$ cat src/rtl/sync_fifo_flagged.sv
// Single-clock FIFO with occupancy level, almost-full/almost-empty thresholds, sticky overflow/underflow and flush.
// Define FIFO_FWFT_EN for first-word fall-through reads; otherwise read_data is registered on each accepted pop.
module sync_fifo_flagged #(
    parameter int DATA_WIDTH         = 4,
    parameter int ADDRESS_WIDTH      = 5,
    parameter int ALMOST_FULL_LEVEL  = 28,
    parameter int ALMOST_EMPTY_LEVEL = 4
) (
    input  logic                     clk,
    input  logic                     rst_n,
    input  logic                     flush,
    input  logic                     flag_clear,
    input  logic [DATA_WIDTH-1:0]    write_data,
    input  logic                     write_increment,
    output logic                     full,
    output logic                     almost_full,
    output logic                     overflow,
    input  logic                     read_increment,
    output logic [DATA_WIDTH-1:0]    read_data,
    output logic                     empty,
    output logic                     almost_empty,
    output logic                     underflow,
    output logic [ADDRESS_WIDTH:0]   level
);

    localparam int DEPTH = 1 << ADDRESS_WIDTH;
    localparam logic [ADDRESS_WIDTH:0] DEPTH_LEVEL = (ADDRESS_WIDTH+1)'(DEPTH);
    localparam logic [ADDRESS_WIDTH:0] AF_LEVEL    = (ADDRESS_WIDTH+1)'(ALMOST_FULL_LEVEL);
    localparam logic [ADDRESS_WIDTH:0] AE_LEVEL    = (ADDRESS_WIDTH+1)'(ALMOST_EMPTY_LEVEL);

    logic [DATA_WIDTH-1:0]  mem [DEPTH];
    logic [ADDRESS_WIDTH:0] wptr;
    logic [ADDRESS_WIDTH:0] rptr;
    logic                   push_ok;
    logic                   pop_ok;

    // The extra pointer bit makes level a plain modular difference, so full and empty stay distinct.
    assign level        = wptr - rptr;
    assign full         = (level == DEPTH_LEVEL);
    assign empty        = (level == '0);
    assign almost_full  = (level >= AF_LEVEL);
    assign almost_empty = (level <= AE_LEVEL);

    assign push_ok = write_increment && !full;
    assign pop_ok  = read_increment && !empty;

    always_ff @(posedge clk) begin
        if (rst_n && !flush && push_ok) begin
            mem[wptr[ADDRESS_WIDTH-1:0]] <= write_data;
        end
    end

    always_ff @(posedge clk) begin
        if (!rst_n || flush) begin
            wptr <= '0;
            rptr <= '0;
        end else begin
            if (push_ok) wptr <= wptr + 1'b1;
            if (pop_ok)  rptr <= rptr + 1'b1;
        end
    end

    // A violation in the same cycle as flag_clear wins; flush leaves the sticky flags alone.
    always_ff @(posedge clk) begin
        if (!rst_n) begin
            overflow  <= 1'b0;
            underflow <= 1'b0;
        end else if (!flush) begin
            overflow  <= (overflow  && !flag_clear) || (write_increment && full);
            underflow <= (underflow && !flag_clear) || (read_increment && empty);
        end
    end

`ifdef FIFO_FWFT_EN
    assign read_data = mem[rptr[ADDRESS_WIDTH-1:0]];
`else
    always_ff @(posedge clk) begin
        if (!rst_n) begin
            read_data <= '0;
        end else if (!flush && pop_ok) begin
            read_data <= mem[rptr[ADDRESS_WIDTH-1:0]];
        end
    end
`endif

endmodule
$ cat config.mk
export PLATFORM = sky130hd
export DESIGN_NAME = sync_fifo_flagged
export DESIGN_NICKNAME = d
export VERILOG_FILES = /design/src/rtl/sync_fifo_flagged.sv
export SDC_FILE = /design/constraint.sdc
export NUM_CORES = 1
export LEC_CHECK = 0
export ABC_AREA = 1
export CORE_ASPECT_RATIO = 0.5
export CORE_UTILIZATION = 40
export DETAILED_ROUTE_END_ITERATION = 10
export PLACE_DENSITY = 0.67
export SYNTH_ARGS = -nofsm -noshare
export SYNTH_HDL_FRONTEND = slang
export SYNTH_SLANG_ARGS = --single-unit
$ cat constraint.sdc
create_clock -name clk -period 3.06 [get_ports clk]
set_clock_uncertainty 0.05 [all_clocks]
set_input_delay 0.459 -clock clk [delete_from_list [all_inputs] [get_ports clk]]
set_output_delay 0.459 -clock clk [all_outputs]
set_load 0.03 [all_outputs]
==> results.md <==
- Top routing layer used: met4
- Clock buffer depth: 2
- Post-synthesis sequential area ratio: 0.611
- Tcrit/Tclk final: 0.979
- GP Congestion: 0.834
- Power after layout: 4.67 mW
- Combinational cell fraction of total power: 0.103
- Compound-cell area share of the yosys netlist: 0.0275
- Number of placed cells counting well taps: 982
- Met3 WL: 1.26 mm
- Largest area contributor in the netlist: edfxtp_1
- Rel. slew slack: 0.532
- HPWL after DPL: 10.2 mm
- Core area: 16600 um^2
- Fin Setup TNS: 0 ns
- Post-route cell area: 8050 um^2
- Hold Crit Class: reg2reg
- Reg2reg end: mem[27][1]$_DFFE_PP_
- Post-Syn Instances: 739
- Filler instances: 1517
- Syn_area_per_cell: 9.31 um^2
- Synth Area in XOR/XNOR: 0.0102
- Clock root buffer: clkbuf_16
- Clock power frac: 0.430
- Multiplexer share of the synthesized area: 0
- Worst-path clk slew: 0.06 ns
- Initial antenna violation count: 0
- Chip Height: 94.7 um
- Vias in the first global route: 4784
- Critical path origin: wptr[0]$_SDFFE_PP0P_
- Library cells used by synthesis: 27
- Post-Synth Adder-Cell Area: 0.0211
- Largest net degree at the start of global routing: 69
- Outcome: finished, final reports clean
- Fin. max-slew vios: 0
- P&R area growth vs syn: 17.0%
- Slew of the pin with the lowest slew margin: 0.703 ns
- Worst setup path endpoint: full
- Hold Vio Cnt, Final: 0
- M1 WL: 7.38 mm
- DR iter-0 viols: 421
- # port buffers: 25
- FF-to-FF setup slack: 0.22 ns
- CP endpoint kind: output port
- Syn_nets: 760
- All-Layer GR Usage: 0.189
- Switching power: 1.19 mW
- Setup CP Type: reg2out
- Clock sink total: 146
- Number of synthesized flops with an enable pin: 128
- First-pass GRT wire length: 25.2 mm
- Total iterations of the first detailed-routing run: 5
- CTS tree: done
- PwrDens: 581 nW/um^2
- # IOs: 26
- Critical Path AT: 2.49 ns
- Final #Nets: 802
- WL met2: 7.25 mm
- Row count: 33
- Internal: 3.49 mW
- # hold bufs at CTS: 0
- Placed cell areas: 7400 um^2
- Per-cell routed wire length: 15.7 um
- Cts bufs inserted: 17
- Reg2reg start: wptr[0]$_SDFFE_PP0P_
- # diodes: 0
- Min Tclk post-route: 3.00 ns
- Simple-gate area share of the yosys netlist: 0.263
- Seq. cell area: 4210 um^2
- Leakage: 3.39 nW
- MaxCap Viol Count: 0
- Vias per std cell: 4.98
- Share of post-route cells with drive strength above 1: 0.112
- FF-to-FF path depth: 14
- Top FF cell, synth: edfxtp_1
- Reg power frac: 0.467
- Via count: 5087
- Max Freq: 334 MHz
- Htree depth: 4
- DRT antenna net count: 0
- Die W: 187 um
- Largest cells by area after synthesis: edfxtp_1, nand2_1, nand3_1
- CP Max Fanout: 6
- Starting Density: 0.414
- Final wirelength: 16.1 mm
- WP data required: 2.55 ns
- Async set-reset flop share out of synthesis: 0
- Post-route insts no fill: 1021
- Yosys top cell area share: 0.559
- Main combinational cell family by area after synthesis: simple AND/OR/NAND/NOR gates
- Skew-Pair Late Insertion Delay: 0.42 ns
- CP Launch Type: register
- Remaining Overflow, GRT: 0
- Area of the multi-input gates: 2230 um^2
- Setup Viol. Count Final: 0
- DIE AREA: 17800 um^2
- Switching part of the total: 0.254
- Post-route DRC: 0
- Cell area after synthesis: 6880 um^2
- Yosys warns: 0
- Peak supply drop: 415 uV
- Seq cells post-synth: 146
[cell usage after synthesis, drive strengths merged (2+ instances only)]
cell	n
a21oi	27
buf	20
clkbuf	7
clkinv	2
dfxtp	18
edfxtp	128
ha	10
inv	87
nand2	265
nand3	80
nand4	3
nor2	70
nor3	2
o21ai	10
xor2	8
[flip-flops by register name, indices dropped and copies added (netlist names)]
name       count
overflow       1
mem          128
underflow      1
rptr           6
read_data      4
wptr           6
[critical path, stage by stage, from the launching register on]
cell,delay [ns]
dfxtp_2,0.37
inv_2,0.07
ha_2,0.20
fa_1,0.59
nand2_1,0.08
a21oi_2,0.12
nand3_2,0.13
nor2_8,0.19
nand2_8,0.09
inv_2,0.08
buf_4,0.15
[final cells by class]
class,instances,share of cell area
timing repair buffer,50,0.0522
sequential,146,0.523
tap,227,0.0353
multi-input combinational,477,0.277
clock inverter,14,0.0179
inverter,89,0.0415
clock buffer,18,0.0533
[power groups by stage]
stage	clock (mW)	sequential [mW]	combinational, mW
3_3_place_gp	0	2.23	0.436
2_1_floorplan	0	2.24	0.273
4_1_cts	2.03	2.18	0.440
5_1_grt	2.12	2.18	0.520
6_report	2.01	2.18	0.481
3_5_place_dp	0	2.23	0.437
[cells by family (layout without fill, tap and decap cells)]
| kind of cell | count (synthesis) | in the layout |
|---|---|---|
| flip-flops | 146 | 146 |
| buffers and inverters | 116 | 171 |
| AO/OA/AOI/OAI | 37 | 37 |
| AND/OR/NAND/NOR | 421 | 421 |
| adder cells (fa/ha/maj) | 11 | 11 |
| XOR/XNOR | 8 | 8 |
[metal layers]
metal | global-route usage | vias up
met3 | 0.0509 | 19
met2 | 0.307 | 191
met1 | 0.252 | 2392
li1 | - | 2485
met4 | 0.0556 | 0
met5 | 0 | -
[through the flow]
step | setup WS, ns | utilization | hold slack (ns)
finish | 0.0649 | 0.485 | 0.432
global route | -0.0189 | 0.485 | 0.469
CTS | 0.00118 | 0.480 | 0.433
detailed placement | 0.196 | 0.446 | 0.424
global placement | 0.314 | 0.446 | 0.419
floorplan | 0.0136 | - | 0.426
[what timing repair did]
item,4_1_cts,5_1_grt
pin swaps,0,3
setup buffers,0,7
endpoints found under the setup margin,2,3
resized for setup,1,6
[worst min path at each step]
stage | start | end | slack [ns] | cells after the start
detailed placement | underflow$_SDFFE_PN0N_ | underflow$_SDFFE_PN0N_ | 0.42 | 2
global placement | overflow$_SDFFE_PN0N_ | overflow$_SDFFE_PN0N_ | 0.42 | 2
CTS | underflow$_SDFFE_PN0N_ | underflow$_SDFFE_PN0N_ | 0.43 | 2
finish | overflow$_SDFFE_PN0N_ | overflow$_SDFFE_PN0N_ | 0.43 | 2
global route | wptr[0]$_SDFFE_PP0P_ | wptr[0]$_SDFFE_PP0P_ | 0.47 | 2
floorplan | wptr[5]$_SDFFE_PP0P_ | wptr[5]$_SDFFE_PP0P_ | 0.43 | 2
[placed cells by master (no fill, tap or decap), drive strengths merged, types with 2 or more instances in the layout]
| cell type | count |
|---|---|
| edfxtp | 128 |
| ha | 10 |
| nand3 | 80 |
| clkdlybuf4s50 | 16 |
| a21oi | 27 |
| nand4 | 3 |
| clkbuf | 18 |
| dfxtp | 18 |
| xor2 | 8 |
| inv | 95 |
| nand2 | 265 |
| buf | 33 |
| nor2 | 70 |
| clkinv | 6 |
| nor3 | 2 |
| o21ai | 10 |
Note: power is estimated with default switching activity, not from simulation.
